`src/rtl/imm_ext_pipe_pkg.sv`:
```
// Shared immediate-extension mode encodings, also consumed by the control unit.
// Mode values are fixed ISA-side; widen EXT_MODE_W only together with the decoder.
package imm_ext_pipe_pkg;

    localparam int EXT_MODE_W = 3;

    typedef logic [EXT_MODE_W-1:0] ext_mode_t;

    localparam ext_mode_t EXT_SEXT   = 3'd0;
    localparam ext_mode_t EXT_ZEXT   = 3'd1;
    localparam ext_mode_t EXT_LUI    = 3'd2;
    localparam ext_mode_t EXT_BRANCH = 3'd3;
    localparam ext_mode_t EXT_JUMP   = 3'd4;

endpackage

```
`src/rtl/imm_ext_core.sv`:
```
// Combinational immediate extension: mode mux over sext/zext/lui/branch/jump.
// Latency: 0 cycles (pure logic).
// Backpressure: none; the caller registers the result.
module imm_ext_core
    import imm_ext_pipe_pkg::*;
#(
    parameter int IN_W   = 26,
    parameter int IMM_W  = 16,
    parameter int OUT_W  = 32,
    parameter int LUI_SH = 16
) (
    input  logic [IN_W-1:0]       ImmIn,
    input  logic [EXT_MODE_W-1:0] ExtMode,
    output logic [OUT_W-1:0]      ImmOut,
    output logic                  ErrOut
);

    logic [IMM_W-1:0] imm_field;
    logic [OUT_W-1:0] sext_dat;
    logic [OUT_W-1:0] zext_dat;
    logic [OUT_W-1:0] lui_dat;
    logic [OUT_W-1:0] branch_dat;
    logic [OUT_W-1:0] jump_dat;

    assign imm_field  = ImmIn[IMM_W-1:0];
    assign sext_dat   = {{(OUT_W-IMM_W){imm_field[IMM_W-1]}}, imm_field};
    assign zext_dat   = {{(OUT_W-IMM_W){1'b0}}, imm_field};
    assign lui_dat    = zext_dat << LUI_SH;
    assign branch_dat = sext_dat << 2;
    // Jump target is word-aligned; the PC upper bits are merged downstream.
    assign jump_dat   = {{(OUT_W-IN_W){1'b0}}, ImmIn} << 2;

    always_comb begin
        ImmOut = '0;
        ErrOut = 1'b0;
        case (ExtMode)
            EXT_SEXT:   ImmOut = sext_dat;
            EXT_ZEXT:   ImmOut = zext_dat;
            EXT_LUI:    ImmOut = lui_dat;
            EXT_BRANCH: ImmOut = branch_dat;
            EXT_JUMP:   ImmOut = jump_dat;
            default:    ErrOut = 1'b1;
        endcase
    end

endmodule

```
`src/rtl/imm_ext_pipe.sv`:
```
// Registered immediate generator between ID decode and the ID/EX register.
// Latency: 1 cycle unstalled, 1 beat/cycle throughput.
// Backpressure: one-entry skid; InReady depends only on skid state, never on OutReady.
module imm_ext_pipe
    import imm_ext_pipe_pkg::*;
#(
    parameter int IN_W   = 26,
    parameter int IMM_W  = 16,
    parameter int OUT_W  = 32,
    parameter int LUI_SH = 16,
    parameter int TAG_W  = 5
) (
    input  logic                  clk,
    input  logic                  rst_n,
    input  logic                  InValid,
    output logic                  InReady,
    input  logic [IN_W-1:0]       ImmIn,
    input  logic [EXT_MODE_W-1:0] ExtMode,
    input  logic [TAG_W-1:0]      TagIn,
    output logic                  OutValid,
    input  logic                  OutReady,
    output logic [OUT_W-1:0]      ImmOut,
    output logic [TAG_W-1:0]      TagOut,
    output logic                  ErrOut
);

    typedef struct packed {
        logic [OUT_W-1:0] imm;
        logic [TAG_W-1:0] tag;
        logic             err;
    } beat_t;

    beat_t in_dat;
    beat_t out_dat;
    beat_t skid_dat;
    logic  out_vld;
    logic  skid_vld;
    logic  in_xfer;
    logic  out_free;

    // Extension happens before the registers so both entries hold final operands.
    imm_ext_core #(
        .IN_W   (IN_W),
        .IMM_W  (IMM_W),
        .OUT_W  (OUT_W),
        .LUI_SH (LUI_SH)
    ) u_core (
        .ImmIn   (ImmIn),
        .ExtMode (ExtMode),
        .ImmOut  (in_dat.imm),
        .ErrOut  (in_dat.err)
    );

    assign in_dat.tag = TagIn;

    assign InReady  = rst_n && !skid_vld;
    assign in_xfer  = InValid && InReady;
    assign out_free = !out_vld || OutReady;

    always_ff @(posedge clk or negedge rst_n) begin
        if (!rst_n) begin
            out_vld  <= 1'b0;
            out_dat  <= '0;
            skid_vld <= 1'b0;
            skid_dat <= '0;
        end else if (out_free) begin
            if (skid_vld) begin
                // Skid full implies InReady was low, so no new beat competes here.
                out_dat  <= skid_dat;
                out_vld  <= 1'b1;
                skid_vld <= 1'b0;
            end else if (in_xfer) begin
                out_dat <= in_dat;
                out_vld <= 1'b1;
            end else begin
                out_vld <= 1'b0;
            end
        end else if (in_xfer) begin
            skid_dat <= in_dat;
            skid_vld <= 1'b1;
        end
    end

    assign OutValid = out_vld;
    assign ImmOut   = out_dat.imm;
    assign TagOut   = out_dat.tag;
    assign ErrOut   = out_dat.err;

endmodule

```
`config.mk`:
```
export PLATFORM = sky130hd
export DESIGN_NAME = imm_ext_pipe
export DESIGN_NICKNAME = d
export VERILOG_FILES = /design/src/rtl/imm_ext_pipe_pkg.sv /design/src/rtl/imm_ext_core.sv /design/src/rtl/imm_ext_pipe.sv
export SDC_FILE = /design/constraint.sdc
export NUM_CORES = 1
export LEC_CHECK = 0
export ABC_AREA = 1
export BUFFER_PORTS_ARGS = -buffer_cell sky130_fd_sc_hd__buf_2
export CORE_ASPECT_RATIO = 0.6
export CORE_MARGIN = 5
export CORE_UTILIZATION = 50
export CTS_CLUSTER_SIZE = 14
export DETAILED_ROUTE_END_ITERATION = 7
export PLACE_DENSITY = 0.75
export SKIP_CTS_REPAIR_TIMING = 1
export SYNTH_ARGS = -nofsm -noshare
export SYNTH_HDL_FRONTEND = slang
export SYNTH_HIERARCHICAL = 1
export SYNTH_SLANG_ARGS = --single-unit
```
`constraint.sdc`:
```
create_clock -name clk -period 1.22 [get_ports clk]
set_input_delay 0 -clock clk [delete_from_list [all_inputs] [get_ports clk]]
set_output_delay 0 -clock clk [all_outputs]
set_load 0.02 [all_outputs]
```
==> summary.md, run 1 <==
| Metric | Value |
|---|---|
| Gpl congestion | `0.8829` |
| Fin. max-slew vios | `0` |
| WHS Endpoint | `skid_dat[25]` |
| Crit Path Class | `flip-flop to flip-flop` |
| Hold Vio Cnt, Final | `0` |
| Final setup vio count | `58` |
| Buffers & Inverters on Critical Path | `2` |
| CP Launch Point | `skid_vld` |
| Largest family of logic cells by synthesized area | `simple AND/OR/NAND/NOR gates` |
| Routed length on met2 | `5758 um` |
| Leakage power | `3.226 nW` |
| Register area | `1953 um^2` |
| Area grow syn2layout | `26.67%` |
| Top post-synthesis cells by area | `dfrtp_1 (44%), nand2_1 (24%), o21bai_1 (6.5%), nand3_1 (5.5%), o21ai_0 (4.6%)` |
| Yosys reg bits | `78` |
| DRT met1 WL | `5852 um` |
| Post-synthesis cell count | `616` |
| Layout fillers | `738` |
| Status | `complete, but fails checks` |
| # diodes | `0` |
| Die W | `131.0 um` |
| Final worst slack | `-87.08 ps` |
| Starting density of the core | `51.37%` |
| CP startpoint kind | `flip-flop` |
| Cell family with most CP delay | `flip-flops` |
| H-tree depth | `3` |
| Via density | `5.287` |
| Post-Synth Adder-Cell Area | `0%` |
| Share of post-route cells with drive strength above 1 | `22.44%` |
| Metal3 WL | `1307 um` |
| TritonCTS Sinks | `78` |
| Drt wl/cell | `15.84 um` |
| Crit path capture type | `flip-flop` |
| Crit Path Max Fanout | `19` |
| Input/output buffers | `77` |
| Post-DP Area | `5039 um^2` |
| Design area | `5568 um^2` |
| FF-to-FF Start | `skid_vld` |
| Yosys top cell by area | `dfrtp_1` |
| Hold_sp | `ImmIn[17]` |
| Die area | `10830 um^2` |
| Worst hold path stage count | `5` |
| Clock transition at the registers of the reported paths | `60 ps` |
| Unrepaired setup endpoints after global routing | `true` |
| Mux contribution to synthesized area | `0%` |
| Setup TNS | `-843.9 ps` |
| WP data required | `1440 ps` |
| Seq/Total Area, Yosys | `44.41%` |
| Num ports | `78` |
| Hold crit path type | `input port to flip-flop` |
| Reg2reg end | `skid_dat[0]` |
| Yosys top cell area share | `44.41%` |
| Synth Area in Compound Gates | `11.84%` |
| Max_cap viols | `0` |
| Via count | `4362` |
| R2R depth | `5` |
| Crit path cell chain | `inv_2, nand3_4, buf_8, o21ai_0, nand2_1` |
| Syn. warnings | `6` |
| Die H | `82.63 um` |
| Clock root cell | `clkbuf_16` |
| Initial antenna violation count | `0` |
| Power density over the cells | `1501 nW/um^2` |
| Max Clock Freq | `765.1 MHz` |
| Reg2Reg Setup Slack | `-90 ps` |
| Maximum buffer depth of the clock tree | `2` |
| Dpl hpwl | `8853 um` |
| First-pass GRT wire length | `20860 um` |
| Antenna-violating nets left | `0` |
| Largest net degree at the start of global routing | `35` |
| Grt total ovfl | `0` |
| Rel. slew slack | `72.54%` |
| Yosys cell types | `19` |
| Min Tclk post-route | `1307 ps` |
| Uppermost routed layer | `met4` |
| Total Nets Final | `746` |
| Post-synth top flop | `dfrtp_1` |
| WHS | `12.92 ps` |
| Core region area | `8556 um^2` |
| Vias in the first global route | `4174` |
| Post-synth ARST share | `100.0%` |
| Worst IR Drop VDD | `1.006 mV` |
| Iteration-0 DRC Markers | `391` |
| Multi-input gate area | `2088 um^2` |
| # rows | `26` |
| CP max stage delay | `410 ps` |
| Post-Synth XOR/XNOR Area | `0%` |
| Total track usage | `25.00%` |
| Net Count, Synth | `654` |
| Pre-CTS setup slack | `-92.37 ps` |
| CP max stage cell | `dfrtp_1` |
| Routed WL | `13070 um` |
| Num CTS Buffers | `9` |
| Worst skew pair latency | `340 ps` |
| DRT Pass-1 Iters | `5` |
| Synthesized cell area | `4395 um^2` |
| Worst clock skew | `7.910 ps` |
| Synthesized area per cell | `7.135 um^2` |
| Post-synth EDFFs | `0` |
| CTS tree | `built` |
| DRC errors left | `0` |
| Simple-Gate Fraction of Synth Area | `34.47%` |
| Worst slew pin tran | `410.6 ps` |
| Fin crit share | `107.1%` |
| Failing checks | `negative setup slack` |
| CP arrival | `1530 ps` |
-- layer usage --
layer,GRT usage (%),vias up
met1,34.25,2045
met3,7.648,18
met2,38.56,197
met5,0,-
li1,-,2102
met4,6.879,0
-- how the worst max path moves through the flow --
stage,end,cells past startpoint,slack [ps]
global placement,ImmOut[28],6,30
CTS,InReady,4,-270
finish,skid_dat[0],5,-90
detailed placement,ImmOut[24],6,-90
floorplan,ImmOut[11],6,10
global route,skid_dat[0],5,-140
-- cell families (layout without fill, tap and decap cells) --
logic type / after synthesis / after routing
AND/OR/NAND/NOR: 359 / 359
AO/OA/AOI/OAI: 85 / 85
flip-flops: 78 / 78
buffers and inverters: 94 / 191
-- synth_stat cells, types with 2 or more instances --
master / instances
o21ai_0: 40
nor2_1: 11
clkbuf_1: 15
inv_2: 5
o21bai_1: 38
a21oi_1: 2
nand3_2: 14
nand2_2: 4
nand2_1: 280
buf_2: 17
buf_4: 5
inv_1: 49
nand3_1: 48
buf_6: 2
dfrtp_1: 78
o21ai_1: 5
-- sequential cells by signal (all words and copies together), names as in the netlist --
name and cells:
OutValid 1, skid_vld 1, ImmOut 32, TagOut 5, ErrOut 1, skid_dat 38
-- cells in the final DEF, fill, tap and decap left out, types with 3 or more instances in the layout --
master	Yosys	final
o21ai_1	5	20
buf_6	2	3
inv_1	49	49
inv_2	5	5
buf_4	5	27
buf_2	17	75
o21ai_0	40	25
nand2_2	4	4
dfrtp_1	78	77
nand3_1	48	48
nand2_1	280	279
nand3_2	14	13
nor2_1	11	9
buf_12	0	7
o21bai_1	38	37
dlygate4sd3_1	0	6
clkbuf_16	0	10
-- worst reg2reg max path, stage by stage, from the launching register on --
cell and delay (ps):
dfrtp_1 410, inv_2 140, nand3_4 150, buf_8 200
o21ai_0 220, nand2_1 70
-- cell type report --
| class | count | area share [%] |
|---|---|---|
| multi-input cells | 444 | 37.51 |
| repair buffers | 121 | 15.57 |
| clock inverters | 4 | 1.258 |
| clock buffers | 12 | 4.427 |
| inverters | 54 | 3.640 |
| well taps | 112 | 2.517 |
| flip-flops and latches | 78 | 35.08 |
-- per-stage QoR --
stage,std cells,util (%),total power [W]
2_1_floorplan,616,-,0.004589
3_3_place_gp,795,58.89,0.005288
3_5_place_dp,795,58.89,0.005373
4_1_cts,811,62.59,0.008286
5_1_grt,825,65.08,0.008803
6_report,825,65.08,0.008357
-- power breakdown --
part           internal [W]  switching [W]
Combinational      0.000785        0.00132
Clock               0.00184        0.00108
Sequential          0.00308       0.000250
Total               0.00571        0.00264
No activity file was read; power rests on OpenSTA's default activity.
==> run 2: changes to the inputs <==
--- a/config.mk
+++ b/config.mk
@@ -9,10 +9,10 @@
 export BUFFER_PORTS_ARGS = -buffer_cell sky130_fd_sc_hd__buf_2
 export CORE_ASPECT_RATIO = 0.6
 export CORE_MARGIN = 5
-export CORE_UTILIZATION = 50
+export CORE_UTILIZATION = 56
 export CTS_CLUSTER_SIZE = 14
 export DETAILED_ROUTE_END_ITERATION = 7
-export PLACE_DENSITY = 0.75
+export PLACE_DENSITY = 0.8
 export SKIP_CTS_REPAIR_TIMING = 1
 export SYNTH_ARGS = -nofsm -noshare
 export SYNTH_HDL_FRONTEND = slang
==> constraint.sdc (replaced) <==
create_clock -name clk -period 1.35 [get_ports clk]
set_input_delay 0 -clock clk [delete_from_list [all_inputs] [get_ports clk]]
set_output_delay 0 -clock clk [all_outputs]
set_load 0.02 [all_outputs]
==> run 2 against run 1 <==
Effect of this change: the run ends with negative hold slack left; maximum frequency fell by 1.6%; clock skew fell by 1.4 ps; global-route usage rose by 0.65 points; clock-buffer cell count fell by 1; utilization rose by 4.2 points; via count fell by 2.7%; sequential share of layout area rose by 1.2 points; cell area fell by 3.5%; highest routed layer unchanged.
==> summary.md, run 2 (synthesized netlist as in run 1, its figures left out) <==
| Metric | Value |
|---|---|
| Status | `complete, but fails checks` |
| Failing checks | `negative hold slack` |
| DRT Pass-1 Iters | `4 (-1)` |
| Max reg flops | `38 (unchanged)` |
| First-pass GRT wire length | `20020 um (-4.0%)` |
| Initial antenna violation count | `0 (unchanged)` |
| Final worst slack | `21.64 ps (+108.7 ps)` |
| Clock root cell | `clkbuf_16` |
| Iteration-0 DRC Markers | `339 (-13%)` |
| Post-DP Area | `4970 um^2 (-1.4%)` |
| CP arrival | `1550 ps (+20 ps)` |
| Power density over the cells | `1354 nW/um^2 (-9.8%)` |
| Rel. slew slack | `74.78% (+2.2 points)` |
| Clock transition at the registers of the reported paths | `60 ps (about the same)` |
| Num CTS Buffers | `9 (unchanged)` |
| Die H | `78.63 um (-4.8%)` |
| Share of post-route cells with drive strength above 1 | `20.60% (-1.8 points)` |
| Max_cap viols | `0 (unchanged)` |
| Gpl congestion | `0.9138 (+3.5%)` |
| TritonCTS Sinks | `78 (unchanged)` |
| Via count | `4246 (-2.7%)` |
| Crit Path Max Fanout | `17 (-2)` |
| Dpl hpwl | `8427 um (-4.8%)` |
| Fin. max-slew vios | `0 (unchanged)` |
| WHS | `-3.256 ps (-16.18 ps)` |
| Worst hold path stage count | `5 (unchanged)` |
| # diodes | `0 (unchanged)` |
| Crit path capture type | `flip-flop` |
| Pre-CTS setup slack | `61.92 ps (+154.3 ps)` |
| Grt total ovfl | `0 (unchanged)` |
| Crit Path Class | `flip-flop to flip-flop` |
| Num ports | `78 (unchanged)` |
| H-tree depth | `3 (unchanged)` |
| Starting density of the core | `56.66% (+5.3 points)` |
| Routed WL | `12090 um (-7.5%)` |
| Die W | `124.4 um (-5.1%)` |
| Area grow syn2layout | `22.26%` |
| Die area | `9779 um^2 (-9.7%)` |
| Design area | `5374 um^2 (-3.5%)` |
| Vias in the first global route | `4037 (-3.3%)` |
| Fin crit share | `98.40% (-8.7 points)` |
| CTS tree | `built` |
| Drt wl/cell | `14.98 um (-5.5%)` |
| Leakage power | `3.125 nW (-3.2%)` |
| R2R depth | `5 (unchanged)` |
| Max Clock Freq | `752.8 MHz (-1.6%)` |
| Reg2Reg Setup Slack | `20 ps (+110 ps)` |
| Via density | `5.261 (-0.49%)` |
| Total track usage | `25.65% (+0.65 points)` |
| Final setup vio count | `0 (-100%)` |
| Worst clock skew | `6.556 ps (-1.353 ps)` |
| Largest net degree at the start of global routing | `57 (+63%)` |
| Maximum buffer depth of the clock tree | `2 (unchanged)` |
| Worst IR Drop VDD | `0.9190 mV (-8.7%)` |
| Layout fillers | `671 (-9.1%)` |
| Min Tclk post-route | `1328 ps (+21.28 ps)` |
| WP data required | `1570 ps (+130 ps)` |
| Antenna-violating nets left | `0 (unchanged)` |
| Commonest non-fill, non-tap cell in the layout | `nand2_1` |
| Worst skew pair latency | `350 ps (about the same)` |
| DRC errors left | `0 (unchanged)` |
| Most frequent cells in the layout | `nand2_1 (279), dfrtp_1 (78), buf_2 (76)` |
| Input/output buffers | `77 (unchanged)` |
| Core region area | `7757 um^2 (-9.3%)` |
| Hold crit path type | `input port to flip-flop` |
| Hold Vio Cnt, Final | `1 (+1)` |
| Total Nets Final | `732 (-1.9%)` |
| # rows | `25 (-3.8%)` |
| CP startpoint kind | `flip-flop` |
| Most flop-heavy register | `skid_dat` |
| Worst slew pin tran | `374.4 ps (-36.19 ps)` |
-- run 2: final cells by class --
class / instances / area, um^2 / area share (%)
Timing Repair Buffer: 107 / 713.2 / 13.27
Tap cell: 108 / 135.1 / 2.515
Clock buffer: 11 / 242.7 / 4.517
Sequential cell: 78 / 1952 / 36.32
Clock inverter: 5 / 58.81 / 1.094
Inverter: 54 / 202.7 / 3.772
Multi-Input combinational cell: 444 / 2069 / 38.51
-- run 2: critical path, stage by stage, from the launching register on --
cell	delay (ps)
dfrtp_1	430
inv_2	140
nand3_4	130
buf_6	190
o21ai_0	220
nand2_1	90
-- run 2: stage by stage --
step / hold slack [ps] / util, % / instances / setup TNS, ps / total power [W]
floorplan: -295.6 / - / 616 / 0 / 0.004144
global placement: -136.3 / 64.06 / 785 / 0 / 0.004744
detailed placement: -134.2 / 64.06 / 785 / 0 / 0.004813
CTS: -496.6 / 67.95 / 801 / 0 / 0.007261
global route: 2.580 / 69.27 / 807 / -56.55 / 0.007686
finish: -3.256 / 69.27 / 807 / 0 / 0.007276
-- run 2: final timing paths --
path,start,end
setup / recovery,skid_vld,skid_dat[0]
hold reg to reg,skid_dat[20],skid_dat[20]
setup reg to reg,skid_vld,skid_dat[0]
max in group asynchronous,rst_n,skid_dat[18]
hold / removal,ImmIn[17],skid_dat[25]
min in group asynchronous,rst_n,ImmOut[25]
-- run 2: routing by layer --
layer	routed length [um]	GRT usage, %	share of wire (%)	vias up
met4	112	5.689	0.93	0
met3	1137	8.906	9.4	15
met1	5547	35.71	46	1991
met2	5289	38.90	44	163
li1	-	-	-	2077
met5	0	0	0	-
-- run 2: power by group --
group / leakage [nW] / total [W] / internal (W) / switching (W)
clock: 0.142 / 0.00245 / 0.00148 / 0.000971
combinational: 1.96 / 0.00180 / 0.000652 / 0.00115
sequential: 1.02 / 0.00302 / 0.00279 / 0.000233
total: 3.12 / 0.00728 / 0.00492 / 0.00236
==> run 3: changes to the inputs <==
==> constraint.sdc (replaced) <==
create_clock -name clk -period 1.35 [get_ports clk]
set_input_delay 0.135 -clock clk [delete_from_list [all_inputs] [get_ports clk]]
set_output_delay 0.135 -clock clk [all_outputs]
set_load 0.02 [all_outputs]
==> run 3 against run 2 <==
Effect of this change: the flow finishes with violations (negative setup slack); sequential power about the same; register-to-register slack about the same; maximum frequency decreased by 3.6%; critical path depth is 3 lower; clock skew barely moved; sequential share of layout area barely moved; clock power up 4%; non-clock buffer count is the same.
==> summary.md, run 3 (synthesized netlist as in run 1, its figures left out) <==
| Metric | Value |
|---|---|
| Status | `complete, but fails checks` |
| Failing checks | `negative setup slack` |
| Worst skew pair latency | `350 ps (about the same)` |
| FF-to-FF Start | `skid_vld` |
| Max_cap viols | `0 (unchanged)` |
| Most frequent cells in the layout | `nand2_1 (277), dfrtp_1 (77), buf_2 (76)` |
| CTS tree | `built` |
| Drt wl/cell | `15.32 um (+2.3%)` |
| Largest net degree at the start of global routing | `47 (-18%)` |
| CP arrival | `1240 ps (-310 ps)` |
| Vias in the first global route | `3999 (-0.94%)` |
| Layout fillers | `665 (-0.89%)` |
| Num CTS Buffers | `9 (unchanged)` |
| Die area | `9779 um^2 (unchanged)` |
| Pre-CTS setup slack | `-13.10 ps (-75.02 ps)` |
| Cell family with most CP delay | `flip-flops` |
| Worst slew pin tran | `474.4 ps (+99.96 ps)` |
| Leakage power | `3.130 nW (+0.16%)` |
| Fin. max-slew vios | `0 (unchanged)` |
| Max reg flops | `38 (unchanged)` |
| Crit path capture type | `output port` |
| Gpl congestion | `0.8998 (-1.5%)` |
| Hold Vio Cnt, Final | `0 (-1)` |
| Fin crit share | `102.1% (+3.7 points)` |
| CP Launch Point | `skid_vld` |
| Starting density of the core | `56.66% (unchanged)` |
| Placed Cells | `787 (+0.25%)` |
| Min Tclk post-route | `1378 ps (+49.89 ps)` |
| WHS | `14.64 ps (+17.89 ps)` |
| First-pass GRT wire length | `19760 um (-1.3%)` |
| Power density over the cells | `1370 nW/um^2 (+1.2%)` |
| Clock root cell | `clkbuf_16` |
| Crit Path Class | `flip-flop to output port` |
| Area grow syn2layout | `22.17% (about the same)` |
| Most flop-heavy register | `skid_dat` |
| Final setup vio count | `1 (+1)` |
| Initial antenna violation count | `0 (unchanged)` |
| Share of post-route cells with drive strength above 1 | `21.63% (+1.0 points)` |
| H-tree depth | `3 (unchanged)` |
| DRC errors left | `0 (unchanged)` |
| Die W | `124.4 um (unchanged)` |
| Crit path cell chain | `nor2_2, buf_2` |
| Die H | `78.63 um (unchanged)` |
| Uppermost routed layer | `met4` |
| Input/output buffers | `77 (unchanged)` |
| Total Nets Final | `732 (unchanged)` |
| Clock transition at the registers of the reported paths | `60 ps (about the same)` |
| Core region area | `7757 um^2 (unchanged)` |
| Metal3 WL | `1055 um (-7.2%)` |
| Grt total ovfl | `0 (unchanged)` |
| Dpl hpwl | `8537 um (+1.3%)` |
| Iteration-0 DRC Markers | `396 (+17%)` |
| Maximum buffer depth of the clock tree | `2 (unchanged)` |
| Routed length on met2 | `5513 um (+4.2%)` |
| Via density | `5.278 (+0.31%)` |
| Final Util | `69.23% (about the same)` |
| Max Clock Freq | `725.6 MHz (-3.6%)` |
| # diodes | `0 (unchanged)` |
| Routed WL | `12350 um (+2.2%)` |
| Hold_sp | `TagIn[1]` |
| Final worst slack | `-28.24 ps (-49.89 ps)` |
| DRT Pass-1 Iters | `5 (+1)` |
| Rel. slew slack | `68.37% (-6.4 points)` |
| Total power | `0.007359 W (+1.1%)` |
| TritonCTS Sinks | `78 (unchanged)` |
| Commonest non-fill, non-tap cell in the layout | `nand2_1` |
| Unrepaired setup endpoints after global routing | `true` |
| CP max stage cell | `dfrtp_2` |
| Hold crit path type | `input port to flip-flop` |
| Worst clock skew | `6.325 ps (-0.2307 ps)` |
| Num ports | `78 (unchanged)` |
| DRT met1 WL | `5649 um (+1.8%)` |
| CP startpoint kind | `flip-flop` |
| Antenna-violating nets left | `0 (unchanged)` |
| # rows | `25 (unchanged)` |
| WP data required | `1220 ps (-350 ps)` |
| Buffers & Inverters on Critical Path | `1 (-1)` |
| Total track usage | `25.25% (-0.41 points)` |
| Worst IR Drop VDD | `0.6551 mV (-29%)` |
| Via count | `4254 (+0.19%)` |
| Crit Path Max Fanout | `5 (-12)` |
| Final std cells w/o fill | `806 (-0.12%)` |
| CP max stage delay | `460 ps (+30 ps)` |
run 3: cell types whose count changed in the layout (fill, tap and decap cells not counted), sizes merged:
cell	previous run	this run
bufinv	1	2
clkinvlp	2	1
inv	54	53
buf	101	105
dlygate4sd3	6	1
clkbuf	11	12
run 3: cell type report:
| cell class | instances | area [um^2] | area share, % |
|---|---|---|---|
| multi-input combinational | 444 | 2072 | 38.58 |
| sequential | 78 | 1953 | 36.37 |
| timing repair buffer | 107 | 696.9 | 12.98 |
| clock buffer | 11 | 232.7 | 4.334 |
| inverter | 54 | 207.7 | 3.868 |
| tap | 108 | 135.1 | 2.516 |
| clock inverter | 4 | 72.57 | 1.351 |
run 3: through the flow:
stage          instance area, um^2  TNS, ps
2_1_floorplan                 4395        0
3_3_place_gp                  4960        0
3_5_place_dp                  4960   -17.41
4_1_cts                       5265   -283.5
5_1_grt                       5370   -241.5
6_report                      5370   -28.24
run 3: worst paths after layout:
path	to	slack, ps	depth (start not counted)
worst max-delay path	InReady	-30	2
worst min-delay path	skid_dat[2]	10	3
worst max register to register	skid_dat[36]	30	6
worst min register to register	skid_dat[23]	480	2
max in group asynchronous	skid_dat[21]	420	3
min in group asynchronous	ImmOut[27]	490	3
run 3: per-layer routing:
| metal | track usage, % | vias up |
|---|---|---|
| met4 | 6.565 | 0 |
| met1 | 35.85 | 1990 |
| met2 | 37.98 | 173 |
| met3 | 7.478 | 19 |
| li1 | - | 2072 |
| met5 | 0 | - |
run 3: worst min-delay path: stages:
cell,delay (ps)
buf_2,90
nand2_1,50
nand2_1,60
run 3: report_power, final:
group | internal [W] | total, W | switching (W)
Combinational | 0.000643 | 0.00180 | 0.00115
Sequential | 0.00279 | 0.00301 | 0.000226
Clock | 0.00161 | 0.00255 | 0.000945
Total | 0.00504 | 0.00736 | 0.00232
